### src/rtl/sqrt_au_sequencer_if.sv
// sqrt_au_sequencer_if: groups the start/done request side and the shared
// abs/min/max unit (AU) side of the sqrt_au_sequencer.
//
// Handshake: the requester raises start with a/b valid. It is taken only
// while busy is low, and a and b are captured on that same clock edge. busy
// stays high until the request completes. done is a one-cycle pulse, and
// result is valid from that cycle until the next done or a reset. A start
// seen while busy is dropped and is not queued. The AU side has no
// handshake: au_out always reflects the au_a/au_b/au_sel values driven in
// the previous cycle.
interface sqrt_au_sequencer_if #(
   parameter int WIDTH = 8
);
   logic             start;
   logic [WIDTH-1:0] a;
   logic [WIDTH-1:0] b;
   logic             busy;
   logic             done;
   logic [WIDTH-1:0] result;
   logic [WIDTH-1:0] au_a;
   logic [WIDTH-1:0] au_b;
   logic [1:0]       au_sel;
   logic [WIDTH-1:0] au_out;
   logic [2:0]       dbg_state;

   // Environment side: square-root top level plus the AU datapath
   modport master (
      output start, a, b, au_out,
      input  busy, done, result, au_a, au_b, au_sel, dbg_state
   );

   // Sequencer side
   modport slave (
      input  start, a, b, au_out,
      output busy, done, result, au_a, au_b, au_sel, dbg_state
   );
endinterface

### src/rtl/sqrt_au_sequencer.sv
// sqrt_au_sequencer: computes sqrt(a^2+b^2) ~= max(x - x/8 + y/2, x), where
// x = max(|a|,|b|) and y = min(|a|,|b|). The absolute values, the max and
// the min are computed on a shared one-cycle-latency abs/min/max unit. The
// shift, the add/subtract and the final compare are done locally.
// Optional build macro: SQRT_AU_FORWARD_EN. It removes the WAIT state by
// forwarding au_out straight into au_b during MAX.
module sqrt_au_sequencer #(
   parameter int WIDTH = 8
) (
   input logic                clk,
   input logic                rst,
   sqrt_au_sequencer_if.slave bus
);

   // Only WIDTH=8 is supported; any other value fails elaboration
   if (WIDTH != 8) begin : g_width_check
      $error("sqrt_au_sequencer supports only WIDTH=8");
   end

   localparam logic [WIDTH-1:0] MIN_NEG       = {1'b1, {(WIDTH-1){1'b0}}};
   localparam logic [WIDTH-1:0] MIN_NEG_CLAMP = {1'b1, {(WIDTH-2){1'b0}}, 1'b1};

   localparam logic [1:0] SEL_ABS = 2'b00;
   localparam logic [1:0] SEL_MIN = 2'b10;
   localparam logic [1:0] SEL_MAX = 2'b11;

   typedef enum logic [2:0] {
      S_IDLE  = 3'd0,
      S_ABS_A = 3'd1,
      S_ABS_B = 3'd2,
      S_WAIT  = 3'd3,
      S_MAX   = 3'd4,
      S_MIN   = 3'd5,
      S_CALC  = 3'd6,
      S_DONE  = 3'd7
   } state_t;

   state_t           state_q, state_d;
   logic [WIDTH-1:0] ra_q, ra_d;
   logic [WIDTH-1:0] rb_q, rb_d;
   logic [WIDTH-1:0] ma_q, ma_d;
   logic [WIDTH-1:0] mb_q, mb_d;
   logic [WIDTH-1:0] x_q, x_d;
   logic [WIDTH-1:0] result_q, result_d;

   logic [WIDTH-1:0] au_a_c;
   logic [WIDTH-1:0] au_b_c;
   logic [1:0]       au_sel_c;
   logic [WIDTH:0]   t4;

   // Clamping -128 to -127 keeps every magnitude within the positive
   // signed range, so the AU's signed min/max compares stay correct.
   function automatic logic [WIDTH-1:0] clamp_op(input logic [WIDTH-1:0] v);
      return (v == MIN_NEG) ? MIN_NEG_CLAMP : v;
   endfunction

   // Next-state logic, AU operand/opcode decode and datapath updates
   always_comb begin
      state_d  = state_q;
      ra_d     = ra_q;
      rb_d     = rb_q;
      ma_d     = ma_q;
      mb_d     = mb_q;
      x_d      = x_q;
      result_d = result_q;
      au_a_c   = '0;
      au_b_c   = '0;
      au_sel_c = SEL_ABS;
      t4       = '0;

      case (state_q)
         S_IDLE: begin
            if (bus.start) begin
               ra_d    = clamp_op(bus.a);
               rb_d    = clamp_op(bus.b);
               state_d = S_ABS_A;
            end
         end
         S_ABS_A: begin
            au_b_c  = ra_q;
            state_d = S_ABS_B;
         end
         S_ABS_B: begin
            au_b_c  = rb_q;
            ma_d    = bus.au_out;
`ifdef SQRT_AU_FORWARD_EN
            state_d = S_MAX;
`else
            state_d = S_WAIT;
`endif
         end
`ifndef SQRT_AU_FORWARD_EN
         S_WAIT: begin
            // AU stays idle while |b| drains out of its pipeline
            mb_d    = bus.au_out;
            state_d = S_MAX;
         end
`endif
         S_MAX: begin
            au_a_c   = ma_q;
            au_sel_c = SEL_MAX;
`ifdef SQRT_AU_FORWARD_EN
            // |b| is arriving on au_out right now: bypass it and keep a copy for MIN
            au_b_c   = bus.au_out;
            mb_d     = bus.au_out;
`else
            au_b_c   = mb_q;
`endif
            state_d  = S_MIN;
         end
         S_MIN: begin
            au_a_c   = ma_q;
            au_b_c   = mb_q;
            au_sel_c = SEL_MIN;
            x_d      = bus.au_out;
            state_d  = S_CALC;
         end
         S_CALC: begin
            // au_out holds y = min(|a|,|b|) here; 9-bit sum peaks at 175
            t4 = {1'b0, x_q} - {1'b0, (x_q >> 3)} + {1'b0, (bus.au_out >> 1)};
            result_d = (t4 >= {1'b0, x_q}) ? t4[WIDTH-1:0] : x_q;
            state_d  = S_DONE;
         end
         S_DONE: begin
            state_d = S_IDLE;
         end
         default: begin
            state_d = S_IDLE;
         end
      endcase
   end

   // State and datapath registers with asynchronous reset
   always_ff @(posedge clk or posedge rst) begin
      if (rst) begin
         state_q  <= S_IDLE;
         ra_q     <= '0;
         rb_q     <= '0;
         ma_q     <= '0;
         mb_q     <= '0;
         x_q      <= '0;
         result_q <= '0;
      end else begin
         state_q  <= state_d;
         ra_q     <= ra_d;
         rb_q     <= rb_d;
         ma_q     <= ma_d;
         mb_q     <= mb_d;
         x_q      <= x_d;
         result_q <= result_d;
      end
   end

   assign bus.busy      = (state_q != S_IDLE);
   assign bus.done      = (state_q == S_DONE);
   assign bus.result    = result_q;
   assign bus.au_a      = au_a_c;
   assign bus.au_b      = au_b_c;
   assign bus.au_sel    = au_sel_c;
   assign bus.dbg_state = state_q;

endmodule

### src/flat_wrapper.sv
// flat-port wrapper written by rule: the top's interface ports become plain ports
module sqrt_au_sequencer_flat 
#(
   parameter int WIDTH = 8
)
  (clk, rst, bus_start, bus_a, bus_b, bus_au_out, bus_busy, bus_done, bus_result, bus_au_a, bus_au_b, bus_au_sel, bus_dbg_state);
  sqrt_au_sequencer_if #(.WIDTH(WIDTH)) bus_i ();
  input logic clk;
  input logic rst;
  input wire logic [$bits(bus_i.start)-1:0] bus_start;
  input wire logic [$bits(bus_i.a)-1:0] bus_a;
  input wire logic [$bits(bus_i.b)-1:0] bus_b;
  input wire logic [$bits(bus_i.au_out)-1:0] bus_au_out;
  output wire logic [$bits(bus_i.busy)-1:0] bus_busy;
  output wire logic [$bits(bus_i.done)-1:0] bus_done;
  output wire logic [$bits(bus_i.result)-1:0] bus_result;
  output wire logic [$bits(bus_i.au_a)-1:0] bus_au_a;
  output wire logic [$bits(bus_i.au_b)-1:0] bus_au_b;
  output wire logic [$bits(bus_i.au_sel)-1:0] bus_au_sel;
  output wire logic [$bits(bus_i.dbg_state)-1:0] bus_dbg_state;
  assign bus_i.start = bus_start;
  assign bus_i.a = bus_a;
  assign bus_i.b = bus_b;
  assign bus_i.au_out = bus_au_out;
  assign bus_busy = bus_i.busy;
  assign bus_done = bus_i.done;
  assign bus_result = bus_i.result;
  assign bus_au_a = bus_i.au_a;
  assign bus_au_b = bus_i.au_b;
  assign bus_au_sel = bus_i.au_sel;
  assign bus_dbg_state = bus_i.dbg_state;
  sqrt_au_sequencer #(.WIDTH(WIDTH)) u_core (.clk(clk), .rst(rst), .bus(bus_i));
endmodule
### config.mk
export PLATFORM = sky130hd
export DESIGN_NAME = sqrt_au_sequencer_flat
export DESIGN_NICKNAME = d
export VERILOG_FILES = /design/src/rtl/sqrt_au_sequencer_if.sv /design/src/rtl/sqrt_au_sequencer.sv /design/src/flat_wrapper.sv
export SDC_FILE = /design/constraint.sdc
export NUM_CORES = 1
export LEC_CHECK = 0
export ABC_AREA = 1
export ABC_CLOCK_PERIOD_IN_PS = 4600
export CAP_MARGIN = 20
export CORE_MARGIN = 2
export CORE_UTILIZATION = 54
export CTS_BUF_LIST = sky130_fd_sc_hd__clkbuf_4 sky130_fd_sc_hd__clkbuf_8
export CTS_CLUSTER_DIAMETER = 80
export DETAILED_ROUTE_END_ITERATION = 8
export PLACE_DENSITY = 0.83
export SETUP_SLACK_MARGIN = 0.02
export SYNTH_ARGS = -nofsm -noshare
export SYNTH_HDL_FRONTEND = slang
export SYNTH_SLANG_ARGS = --single-unit
### constraint.sdc
create_clock -name clk -period 4.6 [get_ports clk]
set_clock_uncertainty 0.2 [all_clocks]
set_input_delay 0.92 -clock clk [delete_from_list [all_inputs] [get_ports clk]]
set_output_delay 0.92 -clock clk [all_outputs]
set_load 0.02 [all_outputs]
==> results of run 1 <==
[kinds of logic after synthesis]
group,synth area share (%)
flip-flops,42.10
AO/OA/AOI/OAI,10.19
multiplexers,2.228
AND/OR/NAND/NOR,22.74
buffers and inverters,9.864
XOR/XNOR,1.733
adder cells (fa/ha/maj),11.14
[cell usage after synthesis, drive strengths merged]
cell type / n / share of area (%)
inv: 71 / 8.9
o21bai: 2 / 0.50
nand4: 8 / 1.7
clkinv: 1 / 0.12
a41oi: 2 / 0.58
mux2: 6 / 2.2
nand3: 20 / 4.0
xor2: 6 / 1.7
dfrtp: 51 / 42
nor3: 1 / 0.16
a21oi: 6 / 1.1
nor2: 15 / 2.2
o21ai: 35 / 5.8
fa: 5 / 3.3
clkbuf: 3 / 0.37
a22oi: 8 / 2.0
a21o: 1 / 0.25
nor4: 2 / 0.41
buf: 3 / 0.50
nand2: 106 / 14
nand3b: 1 / 0.25
ha: 19 / 7.8
[critical path, cell delays in order]
cell and delay [ns]:
clkdlybuf4s50_1 0.49, inv_1 0.10, fa_1 0.55, inv_1 0.05
ha_1 0.36, a21oi_1 0.16, nand2_1 0.11, a21oi_1 0.19
xor2_1 0.23, inv_1 0.07, ha_1 0.27, nand2_1 0.06
inv_2 0.05, nand4_1 0.11, o21bai_2 0.22, inv_4 0.08
nand3_4 0.13, nand2_1 0.07, nand3_1 0.07, nand2_1 0.05
[state kept, by name, indices dropped and copies added (netlist names)]
| signal | cells |
|---|---|
| u_core.bus.dbg_state | 3 |
| u_core.bus.result | 8 |
| u_core.ra_q | 8 |
| u_core.ma_q | 8 |
| u_core.x_q | 8 |
| u_core.mb_q | 8 |
| u_core.rb_q | 8 |
[path summary, 6_finish.rpt]
check	start	to	slack, ns	cells after the start
setup reg to reg	u_core.x_q[2]$_DFFE_PP0P_	u_core.bus.result[0]$_DFFE_PP0P_	1.04	19
max in group asynchronous	rst	u_core.ma_q[6]$_DFFE_PP0P_	3.12	3
setup / recovery	bus_au_out[3]	u_core.bus.result[0]$_DFFE_PP0P_	0.28	20
hold / removal	u_core.bus.result[7]$_DFFE_PP0P_	u_core.bus.result[7]$_DFFE_PP0P_	0.29	2
min in group asynchronous	rst	u_core.bus.result[2]$_DFFE_PP0P_	0.62	2
hold reg to reg	u_core.bus.result[7]$_DFFE_PP0P_	u_core.bus.result[7]$_DFFE_PP0P_	0.29	2
[metrics by stage]
| step | std cells | setup TNS, ns | hold slack, ns | area [um^2] |
|---|---|---|---|---|
| after floorplan | 372 | 0 | 0.2530 | 3032 |
| after global placement | 495 | 0 | 0.2626 | 3666 |
| after detailed placement | 495 | -1.040 | 0.2648 | 3666 |
| after CTS | 503 | 0 | 0.2891 | 3757 |
| after global routing | 505 | 0 | 0.3073 | 3804 |
| final | 505 | 0 | 0.2854 | 3804 |
[layout by cell type, fill, tap and decap left out, types with 6 or more instances in the layout]
cell,instances
a22oi_1,8
clkdlybuf4s50_1,57
dfrtp_1,51
ha_1,19
inv_1,63
inv_2,7
mux2_2,6
nand2_1,99
nand3_1,16
nand4_1,8
nor2_1,13
o21ai_0,20
o21ai_1,15
[area by class of cell]
cell class	count	area, um^2
flip-flops and latches	51	1276
repair buffers	59	598.1
inverters	72	272.8
well taps	72	90.09
clock inverters	3	22.52
clock buffers	5	68.82
fillers	460	1669
multi-input cells	243	1475
[per-layer routing]
metal | global-route usage (%) | routed length (um) | up-vias
li1 | - | - | 1301
met1 | 30.96 | 3045 | 1233
met2 | 38.63 | 3082 | 65
met3 | 4.886 | 289 | 9
met4 | 6.034 | 99 | 0
met5 | 0 | 0 | -
[timing repair]
action                                  CTS  global route
endpoints found under the setup margin    0             8
resized for setup                         0             4
hold buffers                              0             0
setup buffers                             0             1
==> reports/results.ini, run 1 <==
[status]
status=finished, final reports clean

[sta]
rsz0062_at_grt=false
finalWorstSetupSlack_ns=0.2849
slew_headroom_pct=40.72
hold_violations=0
max_freq_ghz=0.2317
max_slew.worst_pin.slew_ns=0.8882
setup_viol=0
drv_slew=0
fin_crit_ns=4.315
post-route-period-util_pct=93.81

[setup_path]
crit_required_ns=4.61
crit_path_end_kind=flip-flop
arrival_ns=4.33
critPathMaxFanout=9
cp-start-kind=input pin
path_class=input pin to flip-flop

[routing]
dr_total_vias=2608
avgViaCountPerCell=5.164
drt_wl_total_mm=6.517
drc=0
firstDrtPassIters=4
ant_nets=0
drtIter0Drc=177
wl_per_cell_um=12.90

[finish]
post_route_cells_drive_above_1_share_pct=9.469
syn_to_final_growth_pct=25.46
num_antenna_cells=0
fin_nets=483
fin_util_pct=69.50

[placed_design]
portBuffers=57
dp_slack_ns=-0.1447
routabilityCongestion=0.8317
dp_hpwl_mm=5.084

[logic_synthesis]
synth.distinct_cells=32
yosysWarnings=0
synth_fp_nets=423
syn-instance-count=372
ys_ff_latch=51
synth_area_mm2=0.003032
syn-mean-instance-area_um2=8.150
seq_area_frac_synth_pct=42.10

[clock_tree]
h-tree-depth=2
clk-insertion-delay-late_ns=0.31
cts_inserted_buffers=5
path_clk_slew_ns=0.10
root_buffer=clkbuf_8
clockBufferDepth=2
cts_tree=yes
clock-sinks=51

[grt]
grt_overflow=0
grt_usage_pct=23.15
antenna_found_initial=0
grt_pass1_wl_mm=11.57
grt_max_degree=52
grt_pass1_vias=2611

[floorplan]
die_area_mm2=0.006229
die_x_um=78.93
start_util_pct=55.40
ios=58
core_mm2=0.005473
rows=27
die_h_um=78.93

[run]
maxCapViolCount=0

[worst_hold_path]
hp-class=flip-flop to flip-flop

Power of run 1 is not shown: default switching activity piles up to over one toggle a cycle in this logic, so the estimate is an artifact.
==> run 2: changes to the inputs <==
--- a/config.mk
+++ b/config.mk
@@ -8,12 +8,13 @@
 export ABC_AREA = 1
 export ABC_CLOCK_PERIOD_IN_PS = 4600
 export CAP_MARGIN = 20
-export CORE_MARGIN = 2
-export CORE_UTILIZATION = 54
+export CORE_MARGIN = 5
+export CORE_UTILIZATION = 55
 export CTS_BUF_LIST = sky130_fd_sc_hd__clkbuf_4 sky130_fd_sc_hd__clkbuf_8
 export CTS_CLUSTER_DIAMETER = 80
 export DETAILED_ROUTE_END_ITERATION = 8
-export PLACE_DENSITY = 0.83
+export DONT_BUFFER_PORTS = 1
+export PLACE_DENSITY = 0.7
 export SETUP_SLACK_MARGIN = 0.02
 export SYNTH_ARGS = -nofsm -noshare
 export SYNTH_HDL_FRONTEND = slang
==> reports/results.ini, run 2 (synthesis results as in run 1) <==
[grt]
grt_pass1_wl_mm=11.25
grt_pass1_vias=2313
antenna_found_initial=0
grt_max_degree=44
grt_usage_pct=19.48
grt_overflow=0

[routing]
maxUsedRoutingLayer=met4
firstDrtPassIters=4
wl_per_cell_um=14.52
met2_length_mm=2.879
drtIter0Drc=143
ant_nets=0
route.met3.wl_um=436
avgViaCountPerCell=5.322
drt_wl_total_mm=6.489
drc=0
dr_total_vias=2379
wl_met1_mm=3.104

[clock_tree]
postCtsResizedCells=0
cts_inserted_buffers=5
h-tree-depth=2
cts_tree=yes
cts_setup_buffers=0
clk-insertion-delay-late_ns=0.31
clockBufferDepth=2
path_clk_slew_ns=0.09
root_buffer=clkbuf_8
cts_hold_buffers=0
clock-sinks=51

[sta]
finalSetupTns_ns=0
hold_violations=0
slew_headroom_pct=37.16
drv_slew=0
max_slew.worst_pin.slew_ns=0.9416
fin_crit_ns=3.795
finalWorstSetupSlack_ns=0.8053
post-route-period-util_pct=82.49
setup_viol=0
rsz0062_at_grt=false
max_freq_ghz=0.2635

[placed_design]
place_inst=439
dp_hpwl_mm=4.984
dp_slack_ns=0.4802
portBuffers=0
routabilityCongestion=0.8095

[setup_path]
path_class=input pin to flip-flop
critPathMaxStageDelay_ns=0.53
ff2ff_setup_slack_ns=1.03
arrival_ns=3.80
r2r-start=u_core.x_q[1]$_DFFE_PP0P_
cp-start-kind=input pin
cpMaxStageDelayCell=fa_1
critPathMaxFanout=9
worstReg2RegEnd=u_core.bus.result[4]$_DFFE_PP0P_
crit_buf_inv=5
crit_top_cell=nand3_1
crit_required_ns=4.61
r2r_cells=20
crit_chain=inv_1 -> fa_1 -> inv_1 -> fa_1 -> nand3_1 -> nand3_2 -> nand3_1 -> nand3_1 -> xor2_1 -> inv_1 -> ha_1 -> nand2_1 -> inv_2 -> nand4_1 -> o21bai_1 -> inv_4 -> nand3_4 -> nand2_1 -> nand3_1 -> nand2_1
crit_path_end_kind=flip-flop
critical-path-top-delay-family=adder cells

[finish]
fillerInstances=487
syn_to_final_growth_pct=6.150
num_antenna_cells=0
final_common_cell=nand2_1
post_route_cells_drive_above_1_share_pct=9.600
fin_nets=425
fin_util_pct=59.17
final_cell_mix=nand2_1 (99), inv_1 (63), dfrtp_1 (51)
fin_cells=447

[worst_hold_path]
hp-class=input pin to async pin

[floorplan]
core_mm2=0.005439
rows=27
die_x_um=84.25
die_area_mm2=0.007097
ios=58
start_util_pct=55.74
die_h_um=84.25

[run]
maxCapViolCount=0

[status]
status=finished, final reports clean

## run 2: layout make-up
class | instances | area [um^2] | area share (%)
flip-flops and latches | 51 | 1276 | 39.66
repair buffers | 1 | 7.507 | 0.2333
clock buffers | 6 | 76.32 | 2.372
inverters | 72 | 272.8 | 8.476
clock inverters | 2 | 38.79 | 1.205
multi-input cells | 243 | 1456 | 45.26
well taps | 72 | 90.09 | 2.799
## run 2: through the flow
| step | area [um^2] | hold WS, ns |
|---|---|---|
| 3_5_place_dp | 3103 | 0.2782 |
| 4_1_cts | 3218 | 0.1739 |
| 3_3_place_gp | 3103 | 0.2680 |
| 2_1_floorplan | 3032 | 0.2530 |
| 5_1_grt | 3218 | 0.1776 |
| 6_report | 3218 | 0.1735 |
## run 2: worst max path at each step
| stage | slack (ns) | cells past startpoint | to | start |
|---|---|---|---|---|
| after floorplan | 0.75 | 20 | u_core.bus.result[6]$_DFFE_PP0P_ | bus_au_out[2] |
| after global placement | 0.58 | 20 | u_core.bus.result[5]$_DFFE_PP0P_ | bus_au_out[2] |
| after detailed placement | 0.48 | 20 | u_core.bus.result[4]$_DFFE_PP0P_ | bus_au_out[2] |
| after CTS | 0.81 | 20 | u_core.bus.result[4]$_DFFE_PP0P_ | bus_au_out[2] |
| after global routing | 0.53 | 20 | u_core.bus.result[4]$_DFFE_PP0P_ | bus_au_out[2] |
| final | 0.81 | 20 | u_core.bus.result[4]$_DFFE_PP0P_ | bus_au_out[2] |
## run 2: per-layer routing
metal | track usage (%) | vias to the layer above
li1 | - | 1184
met1 | 28.79 | 1116
met2 | 28.98 | 73
met3 | 4.416 | 6
met4 | 4.825 | 0
met5 | 0 | -
Power of run 2 is left out for the same reason.
==> run 3: changes to the inputs <==
--- a/config.mk
+++ b/config.mk
@@ -6,7 +6,7 @@
 export NUM_CORES = 1
 export LEC_CHECK = 0
 export ABC_AREA = 1
-export ABC_CLOCK_PERIOD_IN_PS = 4600
+export ABC_CLOCK_PERIOD_IN_PS = 3100
 export CAP_MARGIN = 20
 export CORE_MARGIN = 5
 export CORE_UTILIZATION = 55
@@ -14,7 +14,7 @@
 export CTS_CLUSTER_DIAMETER = 80
 export DETAILED_ROUTE_END_ITERATION = 8
 export DONT_BUFFER_PORTS = 1
-export PLACE_DENSITY = 0.7
+export PLACE_DENSITY = 0.73
 export SETUP_SLACK_MARGIN = 0.02
 export SYNTH_ARGS = -nofsm -noshare
 export SYNTH_HDL_FRONTEND = slang
==> constraint.sdc (replaced) <==
create_clock -name clk -period 3.1 [get_ports clk]
set_clock_uncertainty 0.2 [all_clocks]
set_input_delay 0.62 -clock clk [delete_from_list [all_inputs] [get_ports clk]]
set_output_delay 0.62 -clock clk [all_outputs]
set_load 0.02 [all_outputs]
==> reports/results.ini, run 3 (synthesis results as in run 1) <==
[placed_design]
dp_slack_ns=-0.4652
portBuffers=0
place_inst=473
routabilityCongestion=0.8581
dp_hpwl_mm=5.340
post_dp_cell_area_mm2=0.003435

[finish]
final_cell_mix=nand2_1 (94), inv_1 (54), dfrtp_1 (51)
fin_nets=465
syn_to_final_growth_pct=20.39
final_common_cell=nand2_1
num_antenna_cells=0
stdcell_area_mm2=0.003650
post_route_cells_drive_above_1_share_pct=25.30
fin_cells=487

[grt]
grt_pass1_wl_mm=12.32
grt_pass1_vias=2594
antenna_found_initial=0
grt_overflow=0
grt_max_degree=27
grt_usage_pct=21.13

[status]
status=finished with violations
failed_checks=negative setup slack

[setup_path]
crit_required_ns=3.11
arrival_ns=3.37
cp-start-kind=flip-flop
path_class=flip-flop to flip-flop
critPathMaxFanout=8
crit_path_end_kind=flip-flop

[floorplan]
die_x_um=84.25
die_area_mm2=0.007097
die_h_um=84.25
rows=27
core_mm2=0.005439
ios=58
start_util_pct=55.74

[sta]
finalWorstSetupSlack_ns=-0.2620
max_freq_ghz=0.2974
slew_headroom_pct=57.06
drv_slew=0
setup_viol=8
hold_ws_ns=0.009985
fin_crit_ns=3.362
post-route-period-util_pct=108.5
max_slew.worst_pin.slew_ns=0.6392
hold_violations=0
rsz0062_at_grt=true

[routing]
dr_total_vias=2525
drtIter0Drc=156
wl_per_cell_um=14.14
avgViaCountPerCell=5.185
drt_wl_total_mm=6.884
ant_nets=0
firstDrtPassIters=4
drc=0

[clock_tree]
clock-sinks=51
h-tree-depth=2
clk-insertion-delay-late_ns=0.32
cts_tree=yes
cts_inserted_buffers=5
clockBufferDepth=2
path_clk_slew_ns=0.11
root_buffer=clkbuf_8

[worst_hold_path]
hp-class=input pin to async pin

[run]
maxCapViolCount=0

## run 3: per-stage QoR
stage / util, % / TNS (ns)
2_1_floorplan: - / -2.172
3_3_place_gp: 63.15 / -3.517
3_5_place_dp: 63.15 / -3.631
4_1_cts: 66.71 / -1.893
5_1_grt: 67.10 / -3.466
6_report: 67.10 / -2.010
## run 3: final timing paths
path	to	cells after the start	slack, ns	start
setup / recovery	u_core.bus.result[0]$_DFFE_PP0P_	19	-0.26	u_core.x_q[4]$_DFFE_PP0P_
hold / removal	u_core.bus.result[6]$_DFFE_PP0P_	1	0.01	rst
setup reg to reg	u_core.bus.result[0]$_DFFE_PP0P_	19	-0.26	u_core.x_q[4]$_DFFE_PP0P_
hold reg to reg	u_core.x_q[2]$_DFFE_PP0P_	2	0.30	u_core.x_q[2]$_DFFE_PP0P_
max in group asynchronous	u_core.mb_q[2]$_DFFE_PP0N_	2	2.09	rst
min in group clk	u_core.ma_q[1]$_DFFE_PP0P_	2	0.22	bus_au_out[1]
## run 3: metal layers
layer	up-vias	track usage, %	part of all wire (%)
li1	1264	-	-
met1	1183	29.62	46
met2	69	34.00	47
met3	9	4.318	5.7
met4	0	4.532	1.1
met5	-	0	0
## run 3: final cells by class
type                       instances  area (um^2)
timing repair buffer              39        296.5
multi-input combinational        244         1587
inverter                          72        291.5
clock inverter                     3        33.78
clock buffer                       5        68.82
timing repair inverter             1        6.256
fill                             473         1789
tap                               72        90.09
sequential                        51         1276
## run 3: worst max-delay path, cell delays in order, from the launching register on
cell      delay, ns
dfrtp_1        0.44
fa_1           0.51
inv_2          0.05
fa_2           0.39
nand3_2        0.09
nand3_4        0.08
nand3_2        0.08
nand3_2        0.08
xor2_2         0.17
inv_2          0.07
ha_4           0.27
nand2_2        0.04
inv_2          0.05
nand4_1        0.09
o21bai_2       0.14
bufinv_8       0.21
nand3_4        0.11
nand2_1        0.07
nand3_1        0.07
nand2_1        0.05
## run 3: what timing repair did
| item | in CTS | in global routing |
|---|---|---|
| resized for setup | 10 | 6 |
| hold buffers | 0 | 0 |
| pin swaps | 15 | 5 |
| buffers inserted | 4 | 0 |
| cloned | 2 | 0 |
| endpoints found under the setup margin | 8 | 8 |
Power of run 3 is left out for the same reason.
